**config.mk**
```make
export PLATFORM = sky130hd
export DESIGN_NAME = gpio_irq
export DESIGN_NICKNAME = d
export VERILOG_FILES = /design/src/rtl/gpio_irq_pkg.sv /design/src/rtl/gpio_sync.sv /design/src/rtl/gpio_irq.sv
export SDC_FILE = /design/constraint.sdc
export NUM_CORES = 1
export LEC_CHECK = 0
export BUFFER_PORTS_ARGS = -buffer_cell sky130_fd_sc_hd__clkbuf_2
export CAP_MARGIN = 20
export CORE_MARGIN = 1
export CORE_UTILIZATION = 35
export CTS_CLUSTER_DIAMETER = 100
export DETAILED_ROUTE_END_ITERATION = 10
export GPL_ROUTABILITY_DRIVEN = 1
export PLACE_DENSITY = 0.7
export SETUP_SLACK_MARGIN = 0.05
export SLEW_MARGIN = 20
export SYNTH_ARGS = -nofsm -noshare
export SYNTH_HDL_FRONTEND = slang
export SYNTH_SLANG_ARGS = --single-unit
```
**constraint.sdc**
```tcl
create_clock -name wb_clk -period 2.6 [get_ports wb_clk]
set_clock_uncertainty 0.15 [all_clocks]
set_input_delay 0.65 -clock wb_clk [delete_from_list [all_inputs] [get_ports wb_clk]]
set_output_delay 0.65 -clock wb_clk [all_outputs]
set_load 0.02 [all_outputs]
```
**src/rtl/gpio_irq_pkg.sv**
```systemverilog
// gpio_irq_pkg -- shared constants for the GPIO interrupt block.
//   Register word offsets (selected by wb_adr_i[4:2]) and bus widths.
//   Imported by gpio_irq and gpio_sync.
package gpio_irq_pkg;

  localparam int ADR_W = 8;
  localparam int DAT_W = 32;

  typedef logic [2:0] reg_off_t;

  localparam reg_off_t OFF_DATA    = 3'd0;
  localparam reg_off_t OFF_DIR     = 3'd1;
  localparam reg_off_t OFF_SET     = 3'd2;
  localparam reg_off_t OFF_CLR     = 3'd3;
  localparam reg_off_t OFF_RISE_EN = 3'd4;
  localparam reg_off_t OFF_FALL_EN = 3'd5;
  localparam reg_off_t OFF_STAT    = 3'd6;
  localparam reg_off_t OFF_RSVD    = 3'd7;

endpackage

```
**src/rtl/gpio_sync.sv**
```systemverilog
// gpio_sync -- per-line input synchroniser plus one "previous" flop used
// for edge detection.
//   wb_clk : clock
//   wb_rst : asynchronous active-high reset, clears every flop
//   pins   : asynchronous pad inputs
//   sync   : pins after SYNC_STAGES flops
//   prev   : sync delayed by one more flop
module gpio_sync
  import gpio_irq_pkg::*;
#(
  parameter int WIDTH       = 8,
  parameter int SYNC_STAGES = 2
) (
  input  logic             wb_clk,
  input  logic             wb_rst,
  input  logic [WIDTH-1:0] pins,
  output logic [WIDTH-1:0] sync,
  output logic [WIDTH-1:0] prev
);

  genvar gi;
  generate
    for (gi = 0; gi < WIDTH; gi++) begin : g_line
      // Bit 0 is the first (metastable-prone) stage; the top bit is the
      // safe synchronised value.
      logic [SYNC_STAGES-1:0] chain_reg;
      logic                   prev_reg;

      always_ff @(posedge wb_clk or posedge wb_rst) begin
        if (wb_rst) begin
          chain_reg <= '0;
          prev_reg  <= 1'b0;
        end else begin
          chain_reg <= {chain_reg[SYNC_STAGES-2:0], pins[gi]};
          prev_reg  <= chain_reg[SYNC_STAGES-1];
        end
      end

      assign sync[gi] = chain_reg[SYNC_STAGES-1];
      assign prev[gi] = prev_reg;
    end
  endgenerate

endmodule

```
**src/rtl/gpio_irq.sv**
```systemverilog
// gpio_irq -- Wishbone (classic) GPIO block with per-line rise/fall
// interrupt detection.
//   wb_clk, wb_rst           : clock, asynchronous active-high reset
//   wb_adr_i/dat_i/we_i/...  : Wishbone slave inputs (cti/bte ignored)
//   wb_dat_o, wb_ack_o       : registered read data and ack
//   wb_err_o, wb_rty_o       : always 0
//   gpio_i                   : asynchronous pad inputs
//   gpio_o, gpio_dir_o       : output data and drive enables (1 = drive)
//   irq_o                    : high while any STAT bit is pending
// Register map (word offset): 0 DATA, 1 DIR, 2 SET, 3 CLR, 4 RISE_EN,
// 5 FALL_EN, 6 STAT (W1C), 7 reserved.
module gpio_irq
  import gpio_irq_pkg::*;
#(
  parameter int WIDTH       = 8,
  parameter int SYNC_STAGES = 2
) (
  input  logic             wb_clk,
  input  logic             wb_rst,
  input  logic [ADR_W-1:0] wb_adr_i,
  input  logic [DAT_W-1:0] wb_dat_i,
  input  logic             wb_we_i,
  input  logic             wb_cyc_i,
  input  logic             wb_stb_i,
  input  logic [2:0]       wb_cti_i,
  input  logic [1:0]       wb_bte_i,
  output logic [DAT_W-1:0] wb_dat_o,
  output logic             wb_ack_o,
  output logic             wb_err_o,
  output logic             wb_rty_o,
  input  logic [WIDTH-1:0] gpio_i,
  output logic [WIDTH-1:0] gpio_o,
  output logic [WIDTH-1:0] gpio_dir_o,
  output logic             irq_o
);

  logic [WIDTH-1:0] sync;
  logic [WIDTH-1:0] prev;

  logic [WIDTH-1:0] out_reg, out_next;
  logic [WIDTH-1:0] dir_reg, dir_next;
  logic [WIDTH-1:0] rise_en_reg, rise_en_next;
  logic [WIDTH-1:0] fall_en_reg, fall_en_next;
  logic [WIDTH-1:0] stat_reg, stat_next;
  logic [WIDTH-1:0] stat_w1c;
  logic [WIDTH-1:0] edge_hit;
  logic             irq_reg;
  logic             ack_reg;
  logic [DAT_W-1:0] dat_reg;
  logic [DAT_W-1:0] rd_word;

  logic             accept;
  logic             in_window;
  reg_off_t         word_sel;
  logic             wr_commit;
  logic [WIDTH-1:0] wdat;

  // Cycle-type tags, byte lanes within a word and data bits above WIDTH
  // carry no meaning here.
  logic unused_bits;
  assign unused_bits = ^{wb_cti_i, wb_bte_i, wb_adr_i[1:0], wb_dat_i};

  gpio_sync #(
    .WIDTH       (WIDTH),
    .SYNC_STAGES (SYNC_STAGES)
  ) u_sync (
    .wb_clk (wb_clk),
    .wb_rst (wb_rst),
    .pins   (gpio_i),
    .sync   (sync),
    .prev   (prev)
  );

  // Gating with the ack flop forces a gap cycle between back-to-back acks.
  assign accept    = wb_cyc_i & wb_stb_i & ~ack_reg;
  assign in_window = (wb_adr_i[7:5] == 3'b000);
  assign word_sel  = wb_adr_i[4:2];
  assign wr_commit = accept & wb_we_i & in_window;
  assign wdat      = wb_dat_i[WIDTH-1:0];

  always_comb begin
    out_next     = out_reg;
    dir_next     = dir_reg;
    rise_en_next = rise_en_reg;
    fall_en_next = fall_en_reg;
    stat_w1c     = '0;
    if (wr_commit) begin
      case (word_sel)
        OFF_DATA:    out_next     = wdat;
        OFF_DIR:     dir_next     = wdat;
        OFF_SET:     out_next     = out_reg | wdat;
        OFF_CLR:     out_next     = out_reg & ~wdat;
        OFF_RISE_EN: rise_en_next = wdat;
        OFF_FALL_EN: fall_en_next = wdat;
        OFF_STAT:    stat_w1c     = wdat;
        default:     ;
      endcase
    end
  end

  genvar gi;
  generate
    for (gi = 0; gi < WIDTH; gi++) begin : g_line
      assign edge_hit[gi]  = (sync[gi] & ~prev[gi] & rise_en_reg[gi])
                           | (~sync[gi] & prev[gi] & fall_en_reg[gi]);
      // The OR is applied after the clear so a new event beats a
      // simultaneous W1C of the same bit.
      assign stat_next[gi] = (stat_reg[gi] & ~stat_w1c[gi]) | edge_hit[gi];
    end
  endgenerate

  always_comb begin
    rd_word = '0;
    if (in_window) begin
      case (word_sel)
        OFF_DATA:    rd_word[WIDTH-1:0] = sync;
        OFF_DIR:     rd_word[WIDTH-1:0] = dir_reg;
        OFF_RISE_EN: rd_word[WIDTH-1:0] = rise_en_reg;
        OFF_FALL_EN: rd_word[WIDTH-1:0] = fall_en_reg;
        OFF_STAT:    rd_word[WIDTH-1:0] = stat_reg;
        default:     ;
      endcase
    end
  end

  always_ff @(posedge wb_clk or posedge wb_rst) begin
    if (wb_rst) begin
      out_reg     <= '0;
      dir_reg     <= '0;
      rise_en_reg <= '0;
      fall_en_reg <= '0;
      stat_reg    <= '0;
      irq_reg     <= 1'b0;
      ack_reg     <= 1'b0;
      dat_reg     <= '0;
    end else begin
      out_reg     <= out_next;
      dir_reg     <= dir_next;
      rise_en_reg <= rise_en_next;
      fall_en_reg <= fall_en_next;
      stat_reg    <= stat_next;
      // Registered from stat_next so irq tracks STAT on the same edge
      // while still coming straight off a flop.
      irq_reg     <= |stat_next;
      ack_reg     <= accept;
      if (accept) begin
        dat_reg <= rd_word;
      end
    end
  end

  assign gpio_o     = out_reg;
  assign gpio_dir_o = dir_reg;
  assign irq_o      = irq_reg;
  assign wb_ack_o   = ack_reg;
  assign wb_dat_o   = dat_reg;
  assign wb_err_o   = 1'b0;
  assign wb_rty_o   = 1'b0;

endmodule

```
### Word-level counts from Yosys, hierarchy flattened

Cells that the tools add are included.

* register bits after elaboration: 74
* latch bits: 0
* RAM bits: 0
* bits in read-only memories: 0
* input bits: 58
* output and inout port bits: 52
* logic and storage cells: 131
* memories: 0

* $add $sub $neg: 0
* multiply operators: 0
* divide/modulo/power cells: 0
* order comparisons: 0
* equality and inequality tests: 6
* shift operators: 0
* mux-type cells: 5
* bitwise operators: 88
* reductions and logical operators: 8

Operators by type and width (number)
* $and A1 B1 Y1: 44
* $pmux W8 S5: 1
* $not A1 Y1: 25
* $mux W8: 3
* $pmux W8 S3: 1
* $or A1 B1 Y1: 16
* $eq A3 B3 Y1 const B: 3
* $and A8 B8 Y8: 1
* $not A8 Y8: 1
* $or A8 B8 Y8: 1
* $reduce_and A2 Y1: 4
* $reduce_or A8 Y1: 1
* $eq A3 B2 Y1 const B: 2
* $logic_not A3 Y1: 2
* $eq A3 B1 Y1 const B: 1
* $reduce_bool A3 Y1: 1

### Logic depth before layout (Yosys ltp)

Gate-level depths: netlist of run 1.

* depth in word-level cells: 9
* gate-level depth with buffers: 6

### Cells and area by module

Synthesis of run 1 repeated with hierarchy kept, for this count alone.

* cell total of the unflattened synthesis: 294
* area, all modules: 3534.6 µm²

By module, submodules not included
* gpio_irq: instances 1, cells an instance 253, area each 2810.2 µm²
* gpio_sync: instances 1, cells an instance 41, area each 724.4 µm²

### Least setup slack after synthesis of run 1

Ideal clock, no wire load.

* path type: input port to flip-flop
* start: input port wb_adr_i[6]
* end: register fall_en_reg[0]
* library setup time: 125 ps
* arrival: 1791 ps
* slack: 534 ps
* stages on the path: 5
* cell sequence: nor4b_4 > nand2_1 > or3_1 > buf_6 > mux2_4

* word-level cells in the longest chain between the ends: 3

Ends and longest elaborated chain
* start: declaration: line gpio_irq.sv:20 `input logic [ADR_W-1:0] wb_adr_i,`
* $logic_not A3 Y1: line gpio_irq.sv:76 `assign in_window = (wb_adr_i[7:5] == 3'b000);`
* $and A1 B1 Y1: line gpio_irq.sv:78 `assign wr_commit = accept & wb_we_i & in_window;`
* $reduce_and A2 Y1 (no line)
* end signal: assignment: line gpio_irq.sv:140 `fall_en_reg <= fall_en_next;`
* end: declaration: line gpio_irq.sv:43 `logic [WIDTH-1:0] fall_en_reg, fall_en_next;`

No other way between the ends.
A chain may end at the register's enable or synchronous reset.

### Final worst setup path of run 1

* start: input port wb_adr_i[6]
* end: register irq_reg, in the netlist irq_o

* word-level cells in the longest chain between the ends: 7
* elaborated cells between the ends (all ways): 28
* those cells by class: mux: 1; bitwise: 25; reduce/logical: 2

Ends and longest elaborated chain
* $logic_not A3 Y1 *: line gpio_irq.sv:76
* $and A1 B1 Y1 *: line gpio_irq.sv:78
* $mux W8 *: line gpio_irq.sv:87 `if (wr_commit) begin`
* $not A1 Y1: line gpio_irq.sv:108 `assign stat_next[gi] = (stat_reg[gi] & ~stat_w1c[gi]) | edge_hit[gi];`
* $and A1 B1 Y1: line gpio_irq.sv:108
* $or A1 B1 Y1: line gpio_irq.sv:108
* $reduce_or A8 Y1 *: line gpio_irq.sv:144 `irq_reg <= |stat_next;`
* end signal: assignment: line gpio_irq.sv:144
* end: declaration: line gpio_irq.sv:47 `logic irq_reg;`

Mark *: on every way between the ends. The rest lies on a longest branch, timed or not.

==> results of run 1 <==
-- worst paths after layout --
path	end	from	slack [ns]
worst max-delay path	irq_o$_DFF_PP0_	wb_adr_i[6]	0.38
worst min register to register	u_sync.g_line[0].chain_reg[1]$_DFF_PP0_	u_sync.g_line[0].chain_reg[0]$_DFF_PP0_	0.18
min in group asynchronous	u_sync.g_line[3].chain_reg[0]$_DFF_PP0_	wb_rst	0.22
worst max register to register	irq_o$_DFF_PP0_	wb_ack_o$_DFF_PP0_	0.42
worst min-delay path	u_sync.g_line[0].chain_reg[1]$_DFF_PP0_	u_sync.g_line[0].chain_reg[0]$_DFF_PP0_	0.18
max in group asynchronous	fall_en_reg[1]$_DFFE_PP0P_	wb_rst	1.40
-- synthesized netlist by cell type, drive strengths merged, types with 2 or more instances --
master    n
dfrtp    74
buf      33
mux2     30
nand2    19
o21ai    19
nand3b    9
a22oi     8
a22o      7
inv       7
mux2i     7
o21bai    7
o22a      7
o2bb2ai   7
nand4     6
a2111oi   4
a21o      4
a41oi     4
clkbuf    4
or2       4
nor2      3
clkinv    2
nand3     2
-- per-layer routing --
layer,vias to the layer above,wire length (microns),share of wire (%),global-route usage (%)
met1,1150,3440,46,20.7
met4,0,138,1.8,7.69
li1,1085,-,-,-
met3,16,487,6.5,4.58
met5,-,0,0,0
met2,107,3450,46,24.8
-- stage by stage --
stage	power [mW]	utilization, %	setup slack (ns)	std cells
final	2.30	42.4	0.381	475
after global routing	2.40	42.4	0.214	475
after CTS	2.34	42.4	0.400	475
after detailed placement	1.56	40.6	0.0242	459
after global placement	1.55	40.6	0.121	459
after floorplan	1.49	-	0.534	301
-- logic make-up (layout without fill, tap and decap cells) --
| group | Yosys count | in the layout | synth area share (%) |
|---|---|---|---|
| muxes | 38 | 38 | 13.4 |
| AOI/OAI and AO/OA | 68 | 68 | 14.6 |
| other | 1 | 26 | 0.109 |
| buffers and inverters | 46 | 91 | 8.57 |
| DFF | 74 | 74 | 54.0 |
| and+or+nand+nor | 49 | 49 | 9.34 |
-- area by class of cell --
cell class | instances | area [sq um]
clock buffers | 13 | 149
clock inverters | 3 | 15.0
fillers | 905 | 5400
inverters | 9 | 37.5
multi-input cells | 181 | 1380
flip-flops and latches | 74 | 1850
well taps | 129 | 161
repair buffers | 66 | 378
-- power by group --
part | leakage [nW] | switching, mW | total, mW | internal [mW]
Clock | 0.0872 | 0.398 | 0.766 | 0.369
Combinational | 0.906 | 0.165 | 0.274 | 0.109
Sequential | 0.905 | 0.0468 | 1.26 | 1.22
==> metrics, run 1 <==
Crit path depth=7; Rows=35; Hold WC Path Type=reg -> reg; reg2reg path depth=6; post-CTS sizing=0; Slew @ Worst Pin=~0.64 ns; via count=around 2400; total die area=10200 sq um; synth warn=0; final instance area=3970 sq um; synthesized netlist cell count=276; Placed Area=3810 sq um; top cells by area, synth=dfrtp_1 (54%), mux2_2 (7.2%), buf_4 (5.9%); Final Hold Viols=0; most frequent cells in the layout=dfrtp_1 (74), clkbuf_2 (52), conb_1 (26); cts bufs inserted=9; max reg flops=16; Synth cell types=41; Placeable Area=9370 sq um; Critical Path RT=2.64 ns; Clock Path Buffers=2; slowest stage delay, CP=~0.55 ns; Slew headroom=between 50% and 60%; Residual DRC=0; crit-path max FO=11; status=finished clean; crit end category=register; drt wl/cell=15.8 microns; DRT iter0 DRCs=around 110; initial antenna violation count=0; gr usage total=between 10% and 20%; kind of cell adding the most delay to the critical path=buffers and inverters; VDD IR max=273 uV; syn avg cell area=roughly 12 sq um; DRT antenna net count=0; antenna cells=0; Ports=110; Hold Buf Count CTS=0; Vias/cell=4.96; Final Slew Violations=0; crit path max-delay cell type=a2111oi_0; Clock Sink Count=74; Setup TNS Final=0 ns; vias in the first global route=~2400; DRT Pass-1 Iters=4; Clock Pin Slew Worst Setup and Hold Paths=0.08 ns; share of the synthesized area in the top cell type=54.0%; Syn-to-layout area delta=15.8%; initial cell density of the core=36.6%; Max-Cap Viols=0; Final period util=85.4%; synthesized flop and latch total=74; routability cong.=0.817; worst path cell trace=clkbuf_2 -> nor4b_4 -> buf_4 -> nand4_1 -> a2111oi_0 -> buf_4 -> nand4_1; hold path cells=0; Min Hold Slack=0.184 ns; fraction of layout cells with a size suffix above 1=35.0%; Port Buf Inserts=52; crit path time final=2.22 ns; Overflow after GRT=0; die width=101 microns; global-route wire length before repair=about 12000 microns; leading area contributor after synthesis=dfrtp_1; CTS tree=yes; Critical Path Start Type=input port; CTS Root Cell=clkbuf_8; Post-synth EDFFs=0; RSZ-0062 raised after global routing=false; Routed WL=7520 microns; critical path arrival=2.26 ns; dominant register cell in the synthesized netlist=dfrtp_1; Pleak=roughly 1.9 nW; ys async rst share=100%; fmax=approximately 0.45 GHz; Worst-Skew Late Latency=0.36 ns; crit path buf inv count=3; Detail Placement HPWL=5250 microns; postcts setup bufs=0; largest net degree at the start of global routing=30; final setup violation count=0; nets=399; sequential element share of the synthesized area=a little over half; chip height=101 microns; Cell Pwr Density=580 nW/um^2; commonest non-fill, non-tap cell in the layout=dfrtp_1; CTS H-tree lvls=3; Post-Syn Area=3430 sq um; kind of critical path=in -> reg
(Power assumes the default switching activity.)
==> run 2, diff against run 1 <==
--- a/config.mk
+++ b/config.mk
@@ -12,8 +12,7 @@
 export CTS_CLUSTER_DIAMETER = 100
 export DETAILED_ROUTE_END_ITERATION = 10
 export GPL_ROUTABILITY_DRIVEN = 1
-export PLACE_DENSITY = 0.7
-export SETUP_SLACK_MARGIN = 0.05
+export PLACE_DENSITY = 0.68
 export SLEW_MARGIN = 20
 export SYNTH_ARGS = -nofsm -noshare
 export SYNTH_HDL_FRONTEND = slang
==> constraint.sdc (replaced) <==
create_clock -name wb_clk -period 2.19 [get_ports wb_clk]
set_clock_uncertainty 0.15 [all_clocks]
set_input_delay 0.5475 -clock wb_clk [delete_from_list [all_inputs] [get_ports wb_clk]]
set_output_delay 0.5475 -clock wb_clk [all_outputs]
set_load 0.02 [all_outputs]
==> run 2 against run 1 <==
Compared with the run above:
- via count up 1.1%
- critical endpoint unchanged
- wire length fell by 0.40%
- power increased by 43%
- sequential share of layout area shrank 2.5 points
- flip-flop and latch count unchanged
- combinational power increased by 22%
- die area stayed put
- critical path type unchanged
- global-route usage grew 0.30 points
- final area is 5.7% higher
- worst setup slack worse by 0.24 ns
==> metrics, run 2 (synthesis gave the netlist of run 1 again) <==
status=finished clean (unchanged); commonest non-fill, non-tap cell in the layout=dfrtp_1 (unchanged); CTS Root Cell=clkbuf_8 (unchanged); Min Hold Slack=0.131 ns (was 0.184 ns); Pleak=2.01 nW (was 1.90 nW); Final Slew Violations=0 (unchanged); Post-Place Cells=471 (was 459); Placed Area=3910 sq um (was 3810 sq um); final instance area=4200 sq um (was 3970 sq um); drt wl/cell=15.4 microns (was 15.8 microns); vias in the first global route=2465 (was 2375); Placeable Area=9370 sq um (unchanged); crit path time final=2.05 ns; routing usage on met3=5.06% (was 4.58%); Clock Sink Count=74 (unchanged); cts bufs inserted=9 (unchanged); Ports=110 (unchanged); DRT Pass-1 Iters=4 (unchanged); busiest grt layer=met2 (unchanged); global-route wire length before repair=12400 microns (was 12000 microns); Routed WL=7490 microns (was 7520 microns); final setup violation count=0 (unchanged); DRT iter0 DRCs=84 (was 109); Critical Path RT=2.23 ns (was 2.64 ns); crit-path max FO=9 (was 11); Detail Placement HPWL=5230 microns (was 5250 microns); RSZ-0062 raised after global routing=false (unchanged); die width=101 microns (unchanged); crit path max-delay cell type=a2111oi_0 (unchanged); Cell Pwr Density=785 nW/um^2 (was 580 nW/um^2); fmax=0.488 GHz; VDD IR max=491 uV (was 273 uV); Overflow after GRT=0 (unchanged); fraction of layout cells with a size suffix above 1=38.0% (was 35.0%); critical path arrival=2.09 ns (was 2.26 ns); CTS tree=yes (unchanged); most frequent cells in the layout=dfrtp_1 (74), clkbuf_2 (52), conb_1 (26) (unchanged); Max-Cap Viols=0 (unchanged); CTS H-tree lvls=3 (unchanged); Vias/cell=4.89 (was 4.96); Critical Path Start Type=input port (unchanged); initial antenna violation count=0 (unchanged); Residual DRC=0 (unchanged); Port Buf Inserts=52 (unchanged); largest net degree at the start of global routing=75 (was 30); initial cell density of the core=36.6% (unchanged); Pwr Total=3.29 mW (was 2.30 mW); gr usage total=16.3% (was 16.0%); crit end category=register (unchanged); Hold WC Path Type=in -> async (was reg -> reg); DRT antenna net count=0 (unchanged); via count=2383 (was 2358); max reg flops=16 (unchanged); Syn-to-layout area delta=22.3% (was 15.8%); Clock Path Buffers=2 (unchanged); slowest stage delay, CP=0.50 ns (was 0.55 ns); chip height=101 microns (unchanged); Rows=35 (unchanged); Final Hold Viols=0 (unchanged); antenna cells=0 (unchanged); nets=411 (was 399); worst path cell trace=clkbuf_2 -> nor4b_4 -> buf_4 -> buf_4 -> nand4_1 -> a2111oi_0 -> nand4_1 (was clkbuf_2 -> nor4b_4 -> buf_4 -> nand4_1 -> a2111oi_0 -> buf_4 -> nand4_1); routability cong.=0.820 (was 0.817); M1 GR Usage=21.8% (was 20.7%); total die area=10200 sq um (unchanged); Final period util=93.6%; Hold Buf Count CTS=0 (unchanged); Worst-Skew Late Latency=0.36 ns (about the same); Clock Pin Slew Worst Setup and Hold Paths=0.08 ns (about the same); global routing usage on met2=24.6% (was 24.8%); non-filler cells, final=487 (was 475); kind of critical path=in -> reg (unchanged)
[run 2: cell types whose count changed in the layout (fill, tap and decap cells not counted)]
cell,change
a2111oi_1,+1
clkbuf_1,-3
bufinv_16,+4
a2111oi_0,-1
buf_12,+1
clkbuf_8,+2
clkinv_2,-3
buf_4,+11
[run 2: final cells by class]
type	count	area, sq um
fillers	881	5180
clock buffers	12	165
inverters	9	37.5
multi-input cells	181	1380
clock inverters	4	120
flip-flops and latches	74	1850
well taps	129	161
repair buffers	78	480
[run 2: critical path: cells and delay by family]
kind                   cells  cell delay [ns]
AND/OR/NAND/NOR            3             0.56
buffers and inverters      3             0.47
AO/OA/AOI/OAI              1             0.50
[run 2: where the power goes]
| group | leakage [nW] | internal [mW] | total, mW | switching (mW) |
|---|---|---|---|---|
| clock network | 0.143 | 0.966 | 1.46 | 0.496 |
| logic | 0.967 | 0.136 | 0.333 | 0.197 |
| registers | 0.905 | 1.44 | 1.50 | 0.0555 |
| total | 2.01 | 2.55 | 3.29 | 0.748 |
[run 2: per-layer routing]
metal | part of all wire, % | wire length (microns) | vias up
li1 | - | - | 1112
met1 | 47 | 3520 | 1168
met2 | 45 | 3400 | 90
met3 | 5.7 | 425 | 13
met4 | 1.9 | 143 | 0
met5 | 0 | 0 | -
[run 2: per-stage QoR]
stage | setup slack (ns) | TNS (ns) | utilization, %
2_1_floorplan | 0.227 | 0 | -
3_3_place_gp | -0.280 | -1.23 | 41.7
3_5_place_dp | -0.313 | -1.38 | 41.7
4_1_cts | 0.0569 | 0 | 44.8
5_1_grt | 0.0154 | 0 | 44.8
6_report | 0.140 | 0 | 44.8
[run 2: worst paths after layout]
| check | start | endpoint | slack, ns | depth (start not counted) |
|---|---|---|---|---|
| max | wb_adr_i[6] | irq_o$_DFF_PP0_ | 0.14 | 7 |
| min | wb_rst | rise_en_reg[3]$_DFFE_PP0P_ | 0.13 | 3 |
| max reg2reg | wb_ack_o$_DFF_PP0_ | irq_o$_DFF_PP0_ | 0.21 | 7 |
| min reg2reg | u_sync.g_line[2].chain_reg[0]$_DFF_PP0_ | u_sync.g_line[2].chain_reg[1]$_DFF_PP0_ | 0.20 | 0 |
| max in group asynchronous | wb_rst | stat_reg[1]$_DFF_PP0_ | 1.45 | 3 |
| min in group wb_clk | gpio_i[7] | u_sync.g_line[7].chain_reg[0]$_DFF_PP0_ | 0.14 | 1 |
[run 2: repair_timing]
action / CTS / global route
endpoints found under the setup margin: 0 / 1
buffers inserted: 0 / 0
gates resized for setup: 0 / 1
